--- src/rtl/clock_time_ctrl.sv ---
// Digital-clock timekeeping core: hour/min/sec registers, 1 Hz advance,
// RUN -> SET_HR -> SET_MIN set-time machine, and 12/24-hour display formatting.
module clock_time_ctrl #(
  parameter int unsigned INIT_HOUR = 0,
  parameter int unsigned INIT_MIN  = 0
) (
  input  logic       clk,
  input  logic       rst_n,
  input  logic       tick_1hz,
  input  logic       pulse_mode,
  input  logic       pulse_inc,
  input  logic       dis_hour,
  output logic [7:0] hour_bcd,
  output logic [7:0] min_bcd,
  output logic [7:0] sec_bcd,
  output logic       pm,
  output logic [1:0] set_state,
  output logic       blink_hr,
  output logic       blink_min
);

  localparam int unsigned HOUR_W = 5;
  localparam int unsigned MS_W   = 6;

  typedef enum logic [1:0] {
    ST_RUN     = 2'd0,
    ST_SET_HR  = 2'd1,
    ST_SET_MIN = 2'd2,
    ST_BAD     = 2'd3
  } state_t;

  state_t            state;
  logic [HOUR_W-1:0] hour_q;
  logic [MS_W-1:0]   min_q;
  logic [MS_W-1:0]   sec_q;
  logic              phase_q;
  logic [HOUR_W-1:0] hour_disp;

  // Binary 0..59 to packed BCD tens/ones by repeated subtraction of ten.
  function automatic logic [7:0] to_bcd(input logic [MS_W-1:0] v);
    logic [3:0]      tens;
    logic [MS_W-1:0] rem;
    tens = 4'd0;
    rem  = v;
    for (int i = 0; i < 5; i++) begin
      if (rem >= MS_W'(10)) begin
        rem  = rem - MS_W'(10);
        tens = tens + 4'd1;
      end
    end
    return {tens, rem[3:0]};
  endfunction

  // Mode machine plus time registers; a mode transition always wins over inc
  // and clears the blink phase, while a tick is judged in the old state.
  always_ff @(posedge clk or negedge rst_n) begin
    if (!rst_n) begin
      state   <= ST_RUN;
      hour_q  <= HOUR_W'(INIT_HOUR);
      min_q   <= MS_W'(INIT_MIN);
      sec_q   <= '0;
      phase_q <= 1'b0;
    end else begin
      case (state)
        ST_RUN: begin
          if (tick_1hz) begin
            if (sec_q == MS_W'(59)) begin
              sec_q <= '0;
              if (min_q == MS_W'(59)) begin
                min_q  <= '0;
                hour_q <= (hour_q == HOUR_W'(23)) ? '0 : hour_q + HOUR_W'(1);
              end else begin
                min_q <= min_q + MS_W'(1);
              end
            end else begin
              sec_q <= sec_q + MS_W'(1);
            end
          end
          if (pulse_mode) begin
            state   <= ST_SET_HR;
            phase_q <= 1'b0;
          end
        end
        ST_SET_HR: begin
          if (pulse_mode) begin
            state   <= ST_SET_MIN;
            phase_q <= 1'b0;
          end else begin
            if (tick_1hz) phase_q <= ~phase_q;
            if (pulse_inc)
              hour_q <= (hour_q == HOUR_W'(23)) ? '0 : hour_q + HOUR_W'(1);
          end
        end
        ST_SET_MIN: begin
          if (pulse_mode) begin
            state   <= ST_RUN;
            sec_q   <= '0;
            phase_q <= 1'b0;
          end else begin
            if (tick_1hz) phase_q <= ~phase_q;
            if (pulse_inc)
              min_q <= (min_q == MS_W'(59)) ? '0 : min_q + MS_W'(1);
          end
        end
        default: begin
          state   <= ST_RUN;
          phase_q <= 1'b0;
        end
      endcase
    end
  end

  // 12-hour mapping: 0 shows as 12, 13..23 fold down by twelve.
  always_comb begin
    hour_disp = hour_q;
    if (!dis_hour) begin
      if (hour_q == '0)
        hour_disp = HOUR_W'(12);
      else if (hour_q > HOUR_W'(12))
        hour_disp = hour_q - HOUR_W'(12);
    end
  end

  assign hour_bcd  = to_bcd(MS_W'(hour_disp));
  assign min_bcd   = to_bcd(min_q);
  assign sec_bcd   = to_bcd(sec_q);
  assign pm        = ~dis_hour & (hour_q >= HOUR_W'(12));
  assign set_state = 2'(state);
  assign blink_hr  = (state == ST_SET_HR) & phase_q;
  assign blink_min = (state == ST_SET_MIN) & phase_q;

endmodule

--- config.mk ---
export PLATFORM = sky130hd
export DESIGN_NAME = clock_time_ctrl
export DESIGN_NICKNAME = d
export VERILOG_FILES = /design/src/rtl/clock_time_ctrl.sv
export SDC_FILE = /design/constraint.sdc
export NUM_CORES = 1
export LEC_CHECK = 0
export BUFFER_PORTS_ARGS = -buffer_cell sky130_fd_sc_hd__buf_2
export CAP_MARGIN = 20
export CORE_MARGIN = 2
export CORE_UTILIZATION = 56
export DETAILED_ROUTE_END_ITERATION = 16
export PLACE_DENSITY = 0.78
export SYNTH_ARGS = -nofsm -noshare
export SYNTH_HDL_FRONTEND = slang
export SYNTH_SLANG_ARGS = --single-unit
--- constraint.sdc ---
create_clock -name clk -period 6.23 [get_ports clk]
set_input_delay 0.9345 -clock clk [delete_from_list [all_inputs] [get_ports clk]]
set_output_delay 0.9345 -clock clk [all_outputs]
set_load 0.01 [all_outputs]
==> results.md, run 1 <==
* Final HPWL DP at 9770 µm
* Vias at 6006
* Max FO, Critical Path at 4
* Least-Margin Pin Slew at 857 ps
* 1st-pass router iterations at 5
* Worst path required time at 5300 ps
* Period utilisation layout at 106%
* Worst setup SP type: flip-flop
* Fin nets at 833
* Vias in the first global route at 5198
* Synth area leader: ha_1
* Hold path startpoint: set_state[1]
* WHS Endpoint: set_state[1]
* Initial antenna violation count at 0
* FF-to-FF End: hour_q[2]
* Post-synth ARST share at 100%
* Chip width at 95.8 µm
* Mapped cell area at 4720 µm²
* Crit path kind: flip-flop to output pin
* Fin area at 7060 µm²
* F_max at 151 MHz
* Routed WL at 18700 µm
* Post-synthesis average cell area at 7.64 µm²
* Vias per Instance at 6.79
* Residual DRC at 0
* Post-synth top flop: dfrtp_1
* Cell count after synthesis at 618
* Most used cell, CP: ha_4
* Yosys top cell area share at 12.2%
* Post-DP Area at 5760 µm²
* Syn nets at 670
* Critical path's slowest cell: dfrtp_2
* First-pass GRT wire length at 23100 µm
* Root Buffer: clkbuf_8
* Diode count at 0
* CTS Hold Bufs at 0
* P&R area growth vs syn at 49.4%
* IO Count at 35
* M3 GR Usage at 3.52%
* Global route overflow at 0
* Post-layout util at 85.9%
* Share of cells above drive strength 1 at 47.1%
* Met1 Usage GRT at 34.9%
* Distinct cells, synth at 109
* Worst Path Arrival at 5690 ps
* Reg2Reg Setup Slack at 3380 ps
* Clock Sinks at 20
* Reg2Reg Launch Point: min_q[3]
* Synth warnings at 0
* M2 GR Usage at 58.3%
* GR peak layer: met2
* Clk slew on worst S/H paths at 80 ps
* Num rows at 33
* Hold Crit Depth at 1
* DR WL/cell at 21.1 µm
* Final Hold Viols at 0
* Clk Latency, worst-skew pair at 270 ps
* Num CTS Buffers at 3
* Max stage delay on crit path at 440 ps
* Register bit count reported by yosys at 20
* Status: complete, but fails checks
* Clk_skew at 4.55 ps
* Post-synth EDFFs at 0
* CORE AREA at 8220 µm²
* Max-slew headroom at 42.0%
* Worst hold-check path type: flip-flop to flip-flop
* Antenna viol nets, final at 0
* Placer Congestion at 0.885
* Max-Cap Viols at 0
* Slew Viols, Final at 0
* H-tree depth at 1
* Largest net degree at the start of global routing at 21
* Post-synthesis sequential area ratio at 10.6%
* Starting Density at 57.5%
* Initial drt markers at 585
* Reg2reg path depth at 8
* Die area at 9190 µm²
* PortBufs at 34
* Area contributors post-synth: ha_1, dfrtp_1, xnor2_1, nand2_1, o21ai_0
* CTS tree: yes
* Failing checks: setup timing
* Clock Tree Buf Depth at 2
* Final min period at 6620 ps
* Final Setup Violations at 16
* Fill cell count at 381
* RSZ-0062 raised after global routing: yes
* Tot GR Track Use at 30.3%
* Die height at 95.8 µm
* Setup ws final at -393 ps
* Crit. End Element: output pin
==> flip-flops by register name (all words and copies together), names as in the netlist <==
register	count
hour_q	5
min_q	6
phase_q	1
sec_q	6
set_state	2
==> synth_stat cells, types with 11 or more instances <==
cell type	instances
a211oi_1	13
a21oi_1	29
dfrtp_1	20
ha_1	46
inv_1	43
mux2i_1	11
nand2_1	55
nand2b_1	11
nand3_1	13
nor2_1	40
nor3_1	19
o21ai_0	39
xnor2_1	24
==> routing by layer <==
layer | vias to the layer above | part of all wire, %
li1 | 2628 | -
met1 | 2824 | 37
met2 | 408 | 50
met3 | 146 | 6.9
met4 | 0 | 6.4
met5 | - | 0
==> cell usage in the layout, fill, tap and decap left out, types with 13 or more instances in the layout <==
master,Yosys,final
o21ai_0,39,34
nand3_1,13,13
ha_1,46,26
buf_4,4,132
nor2_1,40,33
buf_6,6,15
nand2_1,55,48
buf_2,7,30
a21oi_1,29,21
nor3_1,19,18
inv_1,43,31
dfrtp_1,20,17
==> worst max path at each step <==
stage | from | endpoint | slack (ps)
2_1_floorplan | sec_q[2] | sec_bcd[5] | -2
3_3_place_gp | dis_hour | hour_bcd[5] | -120
3_5_place_dp | dis_hour | hour_bcd[5] | -320
4_1_cts | sec_q[1] | sec_bcd[5] | -70
5_1_grt | sec_q[1] | sec_bcd[3] | -600
6_report | sec_q[1] | sec_bcd[3] | -390
==> critical path, delay by kind of cell (launching register included) <==
kind,cells,cell delay [ps]
AOI/OAI and AO/OA,8,1500
xor gates and xnor gates,1,150
and+or+nand+nor,9,1890
adders and majority gates,4,670
buffers and inverters,6,770
DFF,1,440
==> cell type report <==
type,count,area (µm²),share of cell area (%)
Sequential cell,20,504,7.14
Timing Repair Buffer,180,1370,19.4
Clock buffer,4,55.1,0.780
Multi-Input combinational cell,532,4830,68.4
Inverter,44,170,2.41
Tap cell,105,131,1.86
==> metrics by stage <==
step | hold WS (ps) | setup WS (ps) | cells | TNS [ps]
after floorplan | 536 | -2.43 | 618 | -2.43
after global placement | 538 | -123 | 824 | -123
after detailed placement | 558 | -317 | 824 | -1300
after CTS | 575 | -73.9 | 859 | -117
after global routing | 600 | -602 | 885 | -5900
final | 577 | -393 | 885 | -2840
==> cells by family (layout without fill, tap and decap cells) <==
family | Yosys count | after routing | synth area share [%]
and+or+nand+nor | 234 | 234 | 27.4
AOI/OAI and AO/OA | 200 | 200 | 32.0
buffers and inverters | 66 | 228 | 6.73
adders and majority gates | 46 | 46 | 12.2
xor gates and xnor gates | 31 | 31 | 5.91
muxes | 21 | 21 | 5.19
DFF | 20 | 20 | 10.6
==> repair_timing <==
action                     4_1_cts  5_1_grt
setup endpoints to repair       19       20
hold endpoints to repair         0        0
cloned                           0        0
pin swaps                       34       64
gates resized for setup         53      110
buffers inserted                31       27
Power of run 1 is left out: the tool's default activity adds up to more than one toggle a clock period on the data nets, which glitch-free logic cannot reach.
==> inputs of run 2 (changes only) <==
- CORE_ASPECT_RATIO: unset -> 2
- RECOVER_POWER: unset -> 100
==> run 2 against run 1 <==
Synthesized cell count unchanged. Area after synthesis did not move. The flow now stops in global routing (5_1_grt).
==> results.md, run 2 <==
* Compound-gate portion of the synthesized area at 32.0% (unchanged)
* Final HPWL DP at 11000 µm (+13%)
* Most frequent cell after synthesis: nand2_1
* CTS Hold Bufs at 0 (unchanged)
* Mux cell area share after synthesis at 5.19% (unchanged)
* Main combinational cell family by area after synthesis: compound AO/OA/AOI/OAI gates
* Syn nets at 670 (unchanged)
* Post-synthesis sequential area ratio at 10.6% (unchanged)
* Cell count after synthesis at 618 (unchanged)
* Post-synth EDFFs at 0 (unchanged)
* Post-GRT worst EP: sec_bcd[3]
* Num CTS Buffers at 3 (unchanged)
* Largest net degree at the start of global routing at 21
* Area contributors post-synth: ha_1, dfrtp_1, xnor2_1, nand2_1, o21ai_0
* Register bit count reported by yosys at 20 (unchanged)
* Placer Congestion at 0.997 (+13%)
* Mapped cell area at 4720 µm² (unchanged)
* Root Buffer: clkbuf_16
* Post-DP Area at 5790 µm² (+0.50%)
* H-tree depth at 1 (unchanged)
* Global route overflow at 5
* Status: stopped before the end
* Synth area leader: ha_1
* Num rows at 47 (+42%)
* Placed insts at 822 (-0.24%)
* Worst ep type: top-level output
* Post-synthesis xor/xnor area fraction at 5.91% (unchanged)
* Distinct cells, synth at 109 (unchanged)
* Post-synth top cells: nand2_1, ha_1, inv_1
* Post-Synth Simple-Gate Area at 27.4% (unchanged)
* IO Count at 35 (unchanged)
* Tot GR Track Use at 71.7%
* Post-Synth Adder-Cell Area at 12.2% (unchanged)
* Chip width at 68.9 µm (-28%)
* PortBufs at 34 (unchanged)
* Log Error: [ERROR GRT-0232] Routing congestion too high. Check the congestion heatmap in the GUI.
* Halt Stage: global routing (5_1_grt)
* Post-synth ARST share at 100% (unchanged)
* Clock Sinks at 20 (unchanged)
* Synth warnings at 0 (unchanged)
* Clock Tree Buf Depth at 2 (unchanged)
* Post-synthesis average cell area at 7.64 µm² (unchanged)
* Post-synth top flop: dfrtp_1
* Die height at 134 µm (+40%)
* Yosys top cell area share at 12.2% (unchanged)
* Starting Density at 57.4% (-0.11 points)
## run 2: cell counts after synthesis
No cell type changed its count.
## run 2: cells by family after synthesis
logic type	after synthesis
buffers and inverters	66
AO/OA/AOI/OAI	200
adder cells (fa/ha/maj)	46
multiplexers	21
AND/OR/NAND/NOR	234
flip-flops	20
XOR/XNOR	31
## run 2: routing by layer
| metal | overflow | global-route usage [%] |
|---|---|---|
| met1 | 0 | 71.2 |
| met4 | 1 | 68.7 |
| met2 | 4 | 86.2 |
| met5 | 0 | 10.0 |
| met3 | 0 | 60.4 |
## run 2: metrics by stage
| stage | setup TNS [ps] | setup slack, ps |
|---|---|---|
| after global placement | -82.7 | -76.5 |
| after detailed placement | -1290 | -276 |
| after floorplan | -2.43 | -2.43 |
| after CTS | -225 | -64.7 |
## run 2: repair_timing
item,CTS
gates resized for setup,68
setup buffers,40
pin swaps,39
setup endpoints to repair,20
==> inputs of run 3 (changes only) <==
- CORE_ASPECT_RATIO: 2 -> unset
- CORE_UTILIZATION: 56 -> 40
- PLACE_DENSITY: 0.78 -> unset
- PLACE_DENSITY_LB_ADDON: unset -> 0.15
- clock period: 6.23 -> 8.1 ns (I/O delays scaled with it)
==> run 3 against run 2 <==
The flow now finishes without violations.
==> results.md, run 3 (same netlist as run 1, synthesis figures left out) <==
* Crit path buffers/inverters at 5
* PortBufs at 34 (unchanged)
* Largest registers: min_q (6), sec_q (6), hour_q (5)
* Sequential standard cell area at 503 µm²
* Multi-input logic area at 3950 µm²
* Placer Congestion at 0.857 (-14%)
* Tot GR Track Use at 16.9%
* Chip width at 113 µm (+63%)
* CTS tree: yes
* CP Depth at 26
* Fin nets at 692
* Num CTS Buffers at 3 (unchanged)
* DR WL/cell at 14.0 µm
* Status: completed
* Largest net degree at the start of global routing at 21
* CORE AREA at 11500 µm²
* Die height at 113 µm (-16%)
* Final min period at 7660 ps
* Starting Density at 41.2% (-16 points)
* IO Count at 35 (unchanged)
* Share of cells above drive strength 1 at 16.9%
* Post-DP Area at 4960 µm² (-14%)
* Clk_skew at 3.03 ps
* P&R area growth vs syn at 7.92%
* Top Family by Delay on Critical Path: simple AND/OR/NAND/NOR gates
* Worst Path Arrival at 6440 ps
* Reg2reg path depth at 9
* Fill cell count at 1149
* Clk Latency, worst-skew pair at 250 ps
* Max stage delay on crit path at 520 ps
* Max FO, Critical Path at 10
* Final Setup Violations at 0
* Diode count at 0
* Fin area at 5100 µm²
* Leading cell type in the layout, fill and taps excluded: nand2_1
* Antenna viol nets, final at 0
* Worst hold-check path type: flip-flop to flip-flop
* Max-slew headroom at 28.2%
* Root Buffer: clkbuf_16
* Vias in the first global route at 4186
* Clk slew on worst S/H paths at 60 ps
* Num rows at 39 (-17%)
* F_max at 131 MHz
* Crit path kind: flip-flop to output pin
* Global route overflow at 0
* First-pass GRT wire length at 19100 µm
* Slew Viols, Final at 0
* Commonest non-fill, non-tap cells in the layout: nand2_1, ha_1, inv_1, nor2_1, o21ai_0
* Final HPWL DP at 8480 µm (-23%)
* Crit. End Element: output pin
* Max-Cap Viols at 0
* CTS Hold Bufs at 0 (unchanged)
* Critical path's slowest cell: a221oi_1
* Least-Margin Pin Slew at 1080 ps
* Post-route setup TNS at 0 ps
* Final Hold Viols at 0
* Residual DRC at 0
* Die area at 12700 µm²
* Worst setup SP type: flip-flop
* Worst path required time at 6880 ps
* Initial antenna violation count at 0
* Routed WL at 10900 µm
* Vias per Instance at 5.91
* 1st-pass router iterations at 5
* # Post-CTS Setup Buffers at 0 (-100%)
* Hold Crit Depth at 1
* Period utilisation layout at 94.5%
* Clock Tree Buf Depth at 2 (unchanged)
* Initial drt markers at 310
* RSZ-0062 raised after global routing: no
* H-tree depth at 1 (unchanged)
* Clock Sinks at 20 (unchanged)
* Vias at 4623
## run 3: what timing repair did
action                                  CTS  global route
hold endpoints to repair                  0             0
gates resized for setup                   0            14
endpoints found under the setup margin    0             9
## run 3: final timing paths
check / from / to / slack [ps]
hold reg to reg: set_state[1] / set_state[1] / 580
setup reg to reg: min_q[0] / hour_q[2] / 5410
max in group asynchronous: rst_n / min_q[2] / 6240
setup / recovery: sec_q[2] / sec_bcd[5] / 440
hold / removal: set_state[1] / set_state[1] / 580
min in group asynchronous: rst_n / sec_q[5] / 1140
## run 3: final cells by class
type                       count  area share (%)
sequential                    20            9.87
tap                          143            3.51
clock inverter                 1           0.589
inverter                      44            3.24
timing repair buffer          39            3.78
clock buffer                   3            1.47
multi-input combinational    532            77.5
## run 3: routing by layer
layer	track usage (%)	up-vias	share of wire [%]
met4	3.25	0	1.3
li1	-	2338	-
met5	0	-	0
met3	0.702	15	2.9
met2	28.3	107	47
met1	24.4	2163	49
## run 3: stage by stage
stage,instances,hold WS [ps],utilization [%],setup WS [ps]
detailed placement,778,564,43.2,342
finish,782,576,44.5,444
global route,782,603,44.5,26.5
CTS,782,584,44.1,43.0
floorplan,618,536,-,1060
global placement,778,559,43.2,556
Power of run 3 is left out for the same reason.
==> inputs of run 4 (changes only) <==
- CELL_PAD_IN_SITES_DETAIL_PLACEMENT: unset -> 0
- CELL_PAD_IN_SITES_GLOBAL_PLACEMENT: unset -> 1
- RECOVER_POWER: 100 -> unset
==> run 4 against run 3 <==
Setup slack better by 21 ps. Clock skew about the same. Final area up 0.42%. Via count down 1.5%. Critical path type unchanged. Largest cell class unchanged.
==> results.md, run 4 (same netlist as run 1, synthesis figures left out) <==
* Status: completed
* IO Count at 35 (unchanged)
* 1st-pass router iterations at 4 (-1)
* Num rows at 39 (unchanged)
* Clk_skew at 2.63 ps (-0.400 ps)
* P&R area growth vs syn at 8.37%
* Most used cell, CP: ha_1
* Critical path's slowest cell: dfrtp_1
* Starting Density at 41.2% (unchanged)
* Initial antenna violation count at 0 (unchanged)
* F_max at 131 MHz (+0.27%)
* Vias per Instance at 5.81 (-1.8%)
* Residual DRC at 0 (unchanged)
* Period utilisation layout at 94.3% (-0.26 points)
* Top Family by Delay on Critical Path: simple AND/OR/NAND/NOR gates
* Num CTS Buffers at 3 (unchanged)
* Clk slew on worst S/H paths at 60 ps (about the same)
* Crit. End Element: output pin
* Antenna viol nets, final at 0 (unchanged)
* Final HPWL DP at 8670 µm (+2.2%)
* Largest registers: min_q (6), sec_q (6), hour_q (5)
* Crit path kind: flip-flop to output pin
* Post-layout util at 44.6% (+0.19 points)
* RSZ-0062 raised after global routing: yes
* Routed WL at 10900 µm (-0.43%)
* Clock Sinks at 20 (unchanged)
* Share of cells above drive strength 1 at 18.9% (+2.0 points)
* Diode count at 0 (unchanged)
* Post-DP Area at 4970 µm² (+0.30%)
* Global route overflow at 0 (unchanged)
* Commonest non-fill, non-tap cells in the layout: nand2_1, ha_1, inv_1, nor2_1, o21ai_0
* Die height at 113 µm (unchanged)
* Placer Congestion at 0.830 (-3.2%)
* Worst setup SP type: flip-flop
* Max stage delay on crit path at 500 ps (-20 ps)
* Fin nets at 694 (+0.29%)
* Max-slew headroom at 50.9% (+23 points)
* Max FO, Critical Path at 10 (unchanged)
* Worst Path Arrival at 6420 ps (-20 ps)
* CORE AREA at 11500 µm² (unchanged)
* Largest net degree at the start of global routing at 21 (unchanged)
* Final Hold Viols at 0 (unchanged)
* H-tree depth at 1 (unchanged)
* CTS tree: yes
* Die area at 12700 µm² (unchanged)
* Final Setup Violations at 0 (unchanged)
* Fin area at 5120 µm² (+0.42%)
* Clk Latency, worst-skew pair at 250 ps (about the same)
* Chip width at 113 µm (unchanged)
* PortBufs at 34 (unchanged)
* Worst path required time at 6880 ps (about the same)
* Vias in the first global route at 4373 (+4.5%)
* Tot GR Track Use at 17.3% (+0.40 points)
* Least-Margin Pin Slew at 733 ps (-344 ps)
* Vias at 4552 (-1.5%)
* Clock Tree Buf Depth at 2 (unchanged)
* Initial drt markers at 237 (-24%)
* Max-Cap Viols at 0 (unchanged)
* First-pass GRT wire length at 19400 µm (+1.3%)
* Leading cell type in the layout, fill and taps excluded: nand2_1
* Root Buffer: clkbuf_16
* DR WL/cell at 13.9 µm (-0.68%)
* # Post-CTS Setup Buffers at 0 (unchanged)
* Crit path buffers/inverters at 3 (-2)
* Fill cell count at 1175 (+2.3%)
* Worst hold-check path type: flip-flop to flip-flop
* Final min period at 7640 ps (-20.8 ps)
* Slew Viols, Final at 0 (unchanged)
-- run 4: worst paths after layout --
check                                  start            to  slack, ps  cells past startpoint
worst min register to register  set_state[1]  set_state[1]        570                      1
worst max-delay path                sec_q[1]    sec_bcd[5]        460                     25
min in group asynchronous              rst_n      sec_q[5]        910                      1
worst max register to register      min_q[3]     hour_q[2]       5510                      7
max in group asynchronous              rst_n      min_q[2]       6850                      1
worst min-delay path            set_state[1]  set_state[1]        570                      1
-- run 4: cell type report --
type / instances / area (µm²) / area share (%)
tap: 143 / 179 / 3.50
multi-input combinational: 532 / 3960 / 77.3
clock buffer: 4 / 88.8 / 1.74
timing repair buffer: 41 / 223 / 4.35
inverter: 44 / 165 / 3.23
sequential: 20 / 504 / 9.85
-- run 4: what timing repair did --
| action | 4_1_cts | 5_1_grt |
|---|---|---|
| resized for setup | 0 | 14 |
| hold buffers | 0 | 0 |
| setup endpoints to repair | 0 | 9 |
-- run 4: per-stage QoR --
step | setup WS [ps] | instances | setup TNS, ps | hold slack, ps
6_report | 465 | 784 | 0 | 567
3_3_place_gp | 574 | 780 | 0 | 552
3_5_place_dp | 312 | 780 | 0 | 562
4_1_cts | 16.7 | 784 | 0 | 577
2_1_floorplan | 1060 | 618 | 0 | 536
5_1_grt | -11.4 | 784 | -11.4 | 606
-- run 4: per-layer routing --
layer	global-route usage (%)	up-vias	wire length (µm)
met5	0	-	0
met4	2.93	0	103
met3	0.756	8	243
met2	30.9	68	5090
met1	23.6	2122	5460
li1	-	2354	-
Power of run 4 is left out for the same reason.
